[src/rtl/counter_mux_seg.sv]
// rtl/counter_mux_seg.sv - multi-digit BCD/hex up/down counter with prescaler and muxed 7-segment drive
// Digits ripple with explicit per-digit carry/borrow; display registers lag count by one cycle.
module counter_mux_seg #(
  parameter int DIGITS   = 4,
  parameter int HEX      = 0,
  parameter int CLK_DIV  = 50000000,
  parameter int SCAN_DIV = 50000,
  parameter int BLANK_LZ = 1
) (
  input  logic                  clk,
  input  logic                  reset,
  input  logic                  en,
  input  logic                  mode,
  input  logic                  load,
  input  logic [4*DIGITS-1:0]   load_val,
  output logic [4*DIGITS-1:0]   count,
  output logic                  wrap,
  output logic [DIGITS-1:0]     dig_sel,
  output logic [7:0]            seg
);

  localparam int TW = (CLK_DIV > 2) ? $clog2(CLK_DIV) : 1;
  localparam int SW = (SCAN_DIV > 2) ? $clog2(SCAN_DIV) : 1;
  localparam int IW = (DIGITS > 1) ? $clog2(DIGITS) : 1;
  localparam logic [3:0]    DMAX      = (HEX != 0) ? 4'hF : 4'h9;
  localparam logic [TW-1:0] TICK_LAST = TW'(CLK_DIV - 1);
  localparam logic [SW-1:0] SCAN_LAST = SW'(SCAN_DIV - 1);
  localparam logic [IW-1:0] IDX_LAST  = IW'(DIGITS - 1);

  logic [TW-1:0]          tick_cnt;
  logic                   tick;
  logic [SW-1:0]          scan_cnt;
  logic [IW-1:0]          scan_idx;
  logic                   scan_step;
  logic [4*DIGITS-1:0]    cnt_up;
  logic [4*DIGITS-1:0]    cnt_dn;
  logic [4*DIGITS-1:0]    cnt_ld;
  logic                   carry;
  logic                   borrow;
  logic [DIGITS-1:0]      upper_zero;
  logic [DIGITS-1:0]      sel_onehot;
  logic [3:0]             cur_digit;
  logic                   cur_blank;

  function automatic logic [6:0] glyph(input logic [3:0] d);
    logic [6:0] g;
    case (d)
      4'h0: g = 7'h7E;
      4'h1: g = 7'h30;
      4'h2: g = 7'h6D;
      4'h3: g = 7'h79;
      4'h4: g = 7'h33;
      4'h5: g = 7'h5B;
      4'h6: g = 7'h5F;
      4'h7: g = 7'h70;
      4'h8: g = 7'h7F;
      4'h9: g = 7'h7B;
      4'hA: g = 7'h77;
      4'hB: g = 7'h1F;
      4'hC: g = 7'h4E;
      4'hD: g = 7'h3D;
      4'hE: g = 7'h4F;
      default: g = 7'h47;
    endcase
    return g;
  endfunction

  assign tick      = (tick_cnt == TICK_LAST);
  assign scan_step = (scan_cnt == SCAN_LAST);

  // Free-running count prescaler; en only gates the use of tick.
  always_ff @(posedge clk) begin
    if (!reset) begin
      tick_cnt <= '0;
    end else if (tick) begin
      tick_cnt <= '0;
    end else begin
      tick_cnt <= tick_cnt + TW'(1);
    end
  end

  // Carry/borrow out of the top digit doubles as the wrap condition.
  always_comb begin
    cnt_up = count;
    cnt_dn = count;
    cnt_ld = load_val;
    carry  = 1'b1;
    borrow = 1'b1;
    for (int i = 0; i < DIGITS; i++) begin
      if (carry) begin
        if (count[4*i +: 4] >= DMAX) begin
          cnt_up[4*i +: 4] = 4'h0;
        end else begin
          cnt_up[4*i +: 4] = count[4*i +: 4] + 4'h1;
          carry = 1'b0;
        end
      end
      if (borrow) begin
        if (count[4*i +: 4] == 4'h0) begin
          cnt_dn[4*i +: 4] = DMAX;
        end else begin
          cnt_dn[4*i +: 4] = count[4*i +: 4] - 4'h1;
          borrow = 1'b0;
        end
      end
      if ((HEX == 0) && (load_val[4*i +: 4] > 4'h9)) begin
        cnt_ld[4*i +: 4] = 4'h9;
      end
    end
  end

  always_ff @(posedge clk) begin
    if (!reset) begin
      count <= '0;
      wrap  <= 1'b0;
    end else if (load) begin
      count <= cnt_ld;
      wrap  <= 1'b0;
    end else if (tick && en) begin
      if (mode) begin
        count <= cnt_up;
        wrap  <= carry;
      end else begin
        count <= cnt_dn;
        wrap  <= borrow;
      end
    end else begin
      wrap <= 1'b0;
    end
  end

  always_ff @(posedge clk) begin
    if (!reset) begin
      scan_cnt <= '0;
      scan_idx <= '0;
    end else if (scan_step) begin
      scan_cnt <= '0;
      scan_idx <= (scan_idx == IDX_LAST) ? '0 : scan_idx + IW'(1);
    end else begin
      scan_cnt <= scan_cnt + SW'(1);
    end
  end

  // upper_zero[i]: digits i..DIGITS-1 are all zero.
  always_comb begin
    upper_zero = '0;
    upper_zero[DIGITS-1] = (count[4*DIGITS-1 -: 4] == 4'h0);
    for (int i = DIGITS - 2; i >= 0; i--) begin
      upper_zero[i] = upper_zero[i+1] && (count[4*i +: 4] == 4'h0);
    end
  end

  always_comb begin
    sel_onehot = '0;
    cur_digit  = count[3:0];
    cur_blank  = 1'b0;
    for (int i = 0; i < DIGITS; i++) begin
      if (scan_idx == IW'(i)) begin
        sel_onehot[i] = 1'b1;
        cur_digit     = count[4*i +: 4];
        cur_blank     = (BLANK_LZ != 0) && (i != 0) && upper_zero[i];
      end
    end
  end

  always_ff @(posedge clk) begin
    if (!reset) begin
      dig_sel <= DIGITS'(1);
      seg     <= 8'hFC;
    end else begin
      dig_sel <= sel_onehot;
      seg     <= cur_blank ? 8'h00 : {glyph(cur_digit), 1'b0};
    end
  end

endmodule

[config.mk]
export PLATFORM = sky130hd
export DESIGN_NAME = counter_mux_seg
export DESIGN_NICKNAME = d
export VERILOG_FILES = /design/src/rtl/counter_mux_seg.sv
export SDC_FILE = /design/constraint.sdc
export NUM_CORES = 1
export LEC_CHECK = 0
export CAP_MARGIN = 30
export CORE_MARGIN = 2
export CORE_UTILIZATION = 34
export CTS_CLUSTER_DIAMETER = 100
export DETAILED_ROUTE_END_ITERATION = 8
export PLACE_DENSITY = 0.62
export SLEW_MARGIN = 15
export SYNTH_ARGS = -nofsm -noshare
export SYNTH_HDL_FRONTEND = slang
export SYNTH_SLANG_ARGS = --single-unit
[constraint.sdc]
create_clock -name clk -period 2.6 [get_ports clk]
set_clock_uncertainty 0.15 [all_clocks]
set_input_delay 0.52 -clock clk [delete_from_list [all_inputs] [get_ports clk]]
set_output_delay 0.52 -clock clk [all_outputs]
set_load 0.03 [all_outputs]
Yosys cells after proc, flatten, opt, wreduce, memory -nomap -nowiden
Memories as Yosys holds them, arrays and structs flattened.
Cells that the tools add are included.
{ "op_classes": {"add_sub_neg": 11, "mul": 0, "n_div": 0, "magnitude_cmp": 8, "eq_ne": 8, "shifts": 0, "n_mux": 48, "n_bitwise": 2, "n_reduce_logical": 19} }
{ "ops": {"columns": ["cell", "n"], "rows": [
  ["4-bit 2-to-1 mux", 21],
  ["16-bit 2-to-1 mux", 3],
  ["26-bit by 1-bit adder with 26-bit output, second input constant", 1],
  ["26-bit equality test, second input constant", 1],
  ["1-bit 2-to-1 mux", 22],
  ["16-bit by 1-bit adder with 16-bit output, second input constant", 1],
  ["4-bit by 1-bit adder with 4-bit output, second input constant", 4],
  ["16-bit equality test, second input constant", 1],
  ["4-bit greater-or-equal comparator, second input constant", 4],
  ["4-bit > comparator, second input constant", 4],
  ["4-bit logical NOT", 4],
  ["4-bit by 1-bit subtractor with 4-bit output, second input constant", 4],
  ["3-bit by 1-bit inequality test with 1-bit output, second input constant", 3],
  ["3-bit AND reduction", 3],
  ["3-bit nonzero test", 3],
  ["8-bit 2-to-1 mux", 1],
  ["2-bit OR reduction", 3],
  ["2-bit equality test, second input constant", 2],
  ["1-bit logical AND", 3],
  ["3-bit OR reduction", 1],
  ["2-bit by 1-bit adder with 2-bit output, second input constant", 1],
  ["2-bit by 1-bit equality test with 1-bit output, second input constant", 1],
  ["2-bit logical NOT", 1],
  ["2-bit 2-to-1 mux", 1],
  ["2 further kinds", 3]
]} }
{ "totals": {"regBits": 73, "latchBits": 0, "mem_bits_rw": 0, "romBits": 112, "input_bits": 21, "elab_cells": 108, "n_memories": 1} }
{ "memory_table": {"columns": ["name", "depth", "word_bits", "rd", "rd_ports_with_merged_regs", "write_ports", "line_no", "text"], "rows": [
  ["(name not given)", 16, 7, 1, 0, 0, "47", "case (d)"]
]} }

Logic depth before layout (Yosys ltp)
{ "depth": {"word_depth": 8, "depth_mapped": 10, "ltp_nobuf": 9} }

Worst setup path after synthesis
No wires, ideal clock.
{ "synth_timing": {"path_kind": "reg-to-reg", "from": "reg scan_idx[1]", "to": "reg seg[6]", "arrival_ns": 2.259, "required_time_ns": 2.334, "slack_ns": 0.075, "path_stages_with_launch": 10, "n_path_buf": 1, "period_less_slack_ns": 2.525, "cell_sequence": "dfxtp_1 inv_1 ha_1 buf_2 mux2i_1 a221oi_1 ha_1 nor2_1 o21ai_0 a31o_2"} }
{ "synth_via": {"elab_chain_cells": 6, "elab_cells_between_ends": 11, "classes_between": "3 x eq/ne; 7 x mux; 1 x memory"} }
{ "synth_rtl": {"columns": ["element", "line_no", "text"], "rows": [
  ["start, declared", "33", "logic [IW-1:0] scan_idx;"],
  ["start signal, assigned", "138", "scan_idx <= (scan_idx == IDX_LAST) ? '0 : scan_idx + IW'(1);"],
  ["2-bit by 1-bit equality test with 1-bit output", "158", "if (scan_idx == IW'(i)) begin"],
  ["4-bit 2-to-1 mux (3 in series)", "158", null],
  ["memory 16 x 7 bit", null, null],
  ["8-bit 2-to-1 mux *", "172", "seg <= cur_blank ? 8'h00 : {glyph(cur_digit), 1'b0};"],
  ["end signal, assigned", "172", null],
  ["end, declared", "19", "output logic [7:0] seg"]
]} }
Every way passes the cells marked *; elsewhere a longest branch is shown, timed or not.
A chain may end at the register's enable or synchronous reset.

Worst setup path in the final report
{ "layout_timing": {"from": "reg count[4]", "to": "reg count[10]"} }
{ "layout_via": {"elab_chain_cells": 5, "elab_cells_between_ends": 9, "classes_between": "1 x order compare; 1 x eq/ne; 4 x mux; 3 x reduce/logical"} }
{ "layout_rtl": {"columns": ["element", "line_no", "text"], "rows": [
  ["start, declared", "16", "output logic [4*DIGITS-1:0] count,"],
  ["start signal, assigned", "117", "count <= cnt_ld;"],
  ["start signal, assigned", "121", "count <= cnt_up;"],
  ["start signal, assigned", "124", "count <= cnt_dn;"],
  ["4-bit greater-or-equal comparator or 4-bit logical NOT (tied branches)", "91, 99", null],
  ["1-bit 2-to-1 mux (on tied branches)", "91, 99", null],
  ["1-bit 2-to-1 mux (on tied branches)", "90, 98", null],
  ["3-bit by 1-bit inequality test with 1-bit output (no source line) or 3-bit nonzero test (tied branches)", null, null],
  ["3-bit AND reduction (no source line) *", null, null]
]} }
Marks and branches as above.

==> run_results.csv <==
group,metric,value,unit
logic_synthesis,synth_area,4339,µm²
worst_setup_path,worstPathRequired,2.67,ns
logic_synthesis,synth-seq-cells,72,
logic_synthesis,syn_nets,572,
drt,wl,11130,µm
run,drv_cap,0,
logic_synthesis,ys_seq_area_frac,0.3322,
place,preCtsSetupSlack,0.04475,ns
worst_setup_path,crit_path_start_kind,"flip-flop",
sta,period_minus_slack,2.430,ns
logic_synthesis,synth_cells,529,
worst_setup_path,path_max_fanout,7,
cells_and_area,antennaDiodeCount,0,
power,power_density,567.9,nW/µm²
worst_setup_path,path_class,"reg -> reg",
sta,timing.final.crit_share,0.9347,
drt,vias,4020,
global_routing,grtUsageMet2,0.2890,
cts,clkLatencyLatePin,0.34,ns
cts,cts.sinks,72,
cts,cts_setup_buffers,0,
logic_synthesis,avgSynthCellArea,8.203,µm²
sta,clock.fmax,411.5,MHz
status,status,"finished clean",
sta,tightest_slew,0.5861,ns
power,irDropWorstVdd,0.3555,mV
place,placed_area,5134,µm²
cells_and_area,area_delta_synth_final,26.18,%
drt,drt_iter0_markers,247,
place,portBuffers,48,
cells_and_area,fin_area,5475,µm²
die,die_area,13680,µm²
die,initial_utilization,0.3467,
die,coreArea,12520,µm²
cts,clockBufferDepth,2,
die,die_w,117.0,µm
drt,route.detailed.drc,0,
die,num_io_pins,50,
logic_synthesis,synth_cell_types,70,
worst_setup_path,arrival,2.51,ns
cts,cts-buffers-inserted,9,
global_routing,antenna_found_initial,0,
logic_synthesis,synth_edf_count,0,
global_routing,track_usage,0.1773,
sta,finalSetupTns,0,ns
global_routing,grt_max_degree,25,
die,die_y,117.0,µm
place,hpwl,8117,µm
cells_and_area,fin_nets,631,
sta,setup_viol,0,
cts,cts_tree,"built",
die,num_rows,41,
logic_synthesis,async_flop_share,0,
place,gp_routability_congestion,0.9294,
worst_setup_path,worst_setup_path_end_kind,"flip-flop",
sta,finalHoldViolCount,0,
drt,final_antenna_net_count,0,
global_routing,gr-total-overflow,0,
drt,wl_per_cell,14.55,µm
cts,cts.reportedPaths.clkPinSlew,0.06,ns
cells_and_area,drive_gt1_frac,0.1079,
power,power_leakage,2.062,nW
sta,setup_slack,0.1697,ns
global_routing,grt_pass1_wl,19170,µm
global_routing,grt_use_met3,0.04943,
global_routing,gr-usage-met1,0.2241,
drt,vias_per_cell,5.255,
sta,finalMaxSlewViolations,0,
sta,slew_headroom,0.6075,
global_routing,grt_pass1_vias,4005,
cells_and_area,fillers,1285,
logic_synthesis,ys_warn_count,0,
drt,drt_first_pass_iters,4,
logic_synthesis,synth_ff_type,"dfxtp_1",
cts,cts_htree_levels,3,
sta,rsz0062_at_grt,"no",
worst_hold_path,hold_class,"reg -> reg",
cts,root_buffer,"clkbuf_16",
global_routing,grt_busiest_layer,"met2",
-- worst max-delay path, cell delays in order, from the launching register on --
cell and delay [ns]:
dfxtp_1 0.39, inv_1 0.12, ha_2 0.24, or3b_2 0.53, a22o_1 0.26, a41oi_4 0.32
mux2i_1 0.22, o21ai_0 0.08
-- power breakdown --
group          total [mW]  switching, mW  leakage, nW  internal, mW
sequential           1.19         0.0507        0.585          1.14
combinational       0.510          0.281         1.31         0.229
clock                1.41          0.476        0.162         0.933
-- per-layer routing --
metal	up-vias	part of all wire
li1	2026	-
met1	1880	0.46
met2	93	0.47
met3	21	0.049
met4	0	0.019
met5	-	0
-- kinds of logic after synthesis --
kind of cell	after synthesis	share of synthesized area
compound gates	105	0.1748
xor+xnor	38	0.07670
fa+ha+maj	22	0.06344
buf+inv	46	0.04152
flops	72	0.3322
mux	12	0.02797
other cells	1	0.0008642
simple gates	233	0.2826
-- sequential cells by signal, indices dropped and copies added (netlist names) --
| register | count |
|---|---|
| dig_sel | 4 |
| seg | 7 |
| tick_cnt | 26 |
| scan_idx | 2 |
| count | 16 |
| wrap | 1 |
| scan_cnt | 16 |
-- synth_stat cells, types with 4 or more instances --
cell type / count / area (µm²)
nand3_1: 32 / 160.2
nor2_1: 66 / 247.7
clkbuf_1: 21 / 78.83
nand3b_1: 5 / 37.54
nand2b_1: 7 / 43.79
and2_1: 6 / 37.54
nand4_1: 14 / 87.58
xor2_1: 25 / 219.0
a21oi_1: 24 / 120.1
ha_1: 22 / 275.3
o31ai_1: 5 / 37.54
dfxtp_1: 72 / 1441
or3b_2: 5 / 43.79
xnor2_1: 13 / 113.9
nor2b_1: 5 / 31.28
a221o_1: 10 / 100.1
nor3b_1: 6 / 45.04
and3_1: 11 / 68.82
mux2i_1: 11 / 110.1
a31oi_1: 5 / 31.28
inv_1: 20 / 75.07
o21a_1: 4 / 30.03
nor4_1: 5 / 31.28
nor3_1: 16 / 80.08
o21ai_0: 19 / 95.09
nand2_1: 36 / 135.1
-- final cells by class --
cell class	instances	area (µm²)	share of cell area
Multi-Input combinational cell	411	2723	0.4973
Sequential cell	72	1441	0.2633
Timing Repair Buffer	73	680.7	0.1243
Clock buffer	10	229.0	0.04182
Tap cell	172	215.2	0.03931
Clock inverter	6	107.6	0.01965
Inverter	21	78.83	0.01440
-- per-stage QoR --
| stage | hold slack [ns] | std cells | util | power, mW |
|---|---|---|---|---|
| after detailed placement | 0.2870 | 749 | 0.4101 | 1.719 |
| final | 0.2917 | 765 | 0.4374 | 3.109 |
| after floorplan | 0.2675 | 529 | - | 1.520 |
| after global placement | 0.2771 | 749 | 0.4101 | 1.710 |
| after CTS | 0.2980 | 765 | 0.4370 | 3.146 |
| after global routing | 0.3183 | 765 | 0.4374 | 3.247 |
-- cell usage in the layout, fill, tap and decap left out, types with 5 or more instances in the layout --
cell             count
mux2i_1             11
a21oi_1             24
nand2_1             36
and2_1               6
nor3_1              16
clkbuf_16            9
xnor2_1             13
nor2b_1              5
o31ai_1              5
nor4_1               5
a31oi_1              5
a221o_1             10
buf_4               24
dfxtp_1             72
o21ai_0             19
nand3_1             32
nor3b_1              6
nand2b_1             7
and3_1              11
or3b_2               5
xor2_1              25
inv_1               20
nand4_1             14
nand3b_1             5
clkdlybuf4s50_1     48
nor2_1              66
ha_1                20
-- worst paths after layout --
check	from	slack (ns)	cells past startpoint	to
min	tick_cnt[0]	0.29	1	tick_cnt[0]
max	count[4]	0.17	7	count[10]
min reg2reg	tick_cnt[0]	0.29	1	tick_cnt[0]
max reg2reg	count[4]	0.17	7	count[10]
-- timing repair --
item	4_1_cts	5_1_grt
hold buffers	0	0
resized for setup	0	2
setup endpoints to repair	0	2
(Power assumes the default switching activity.)
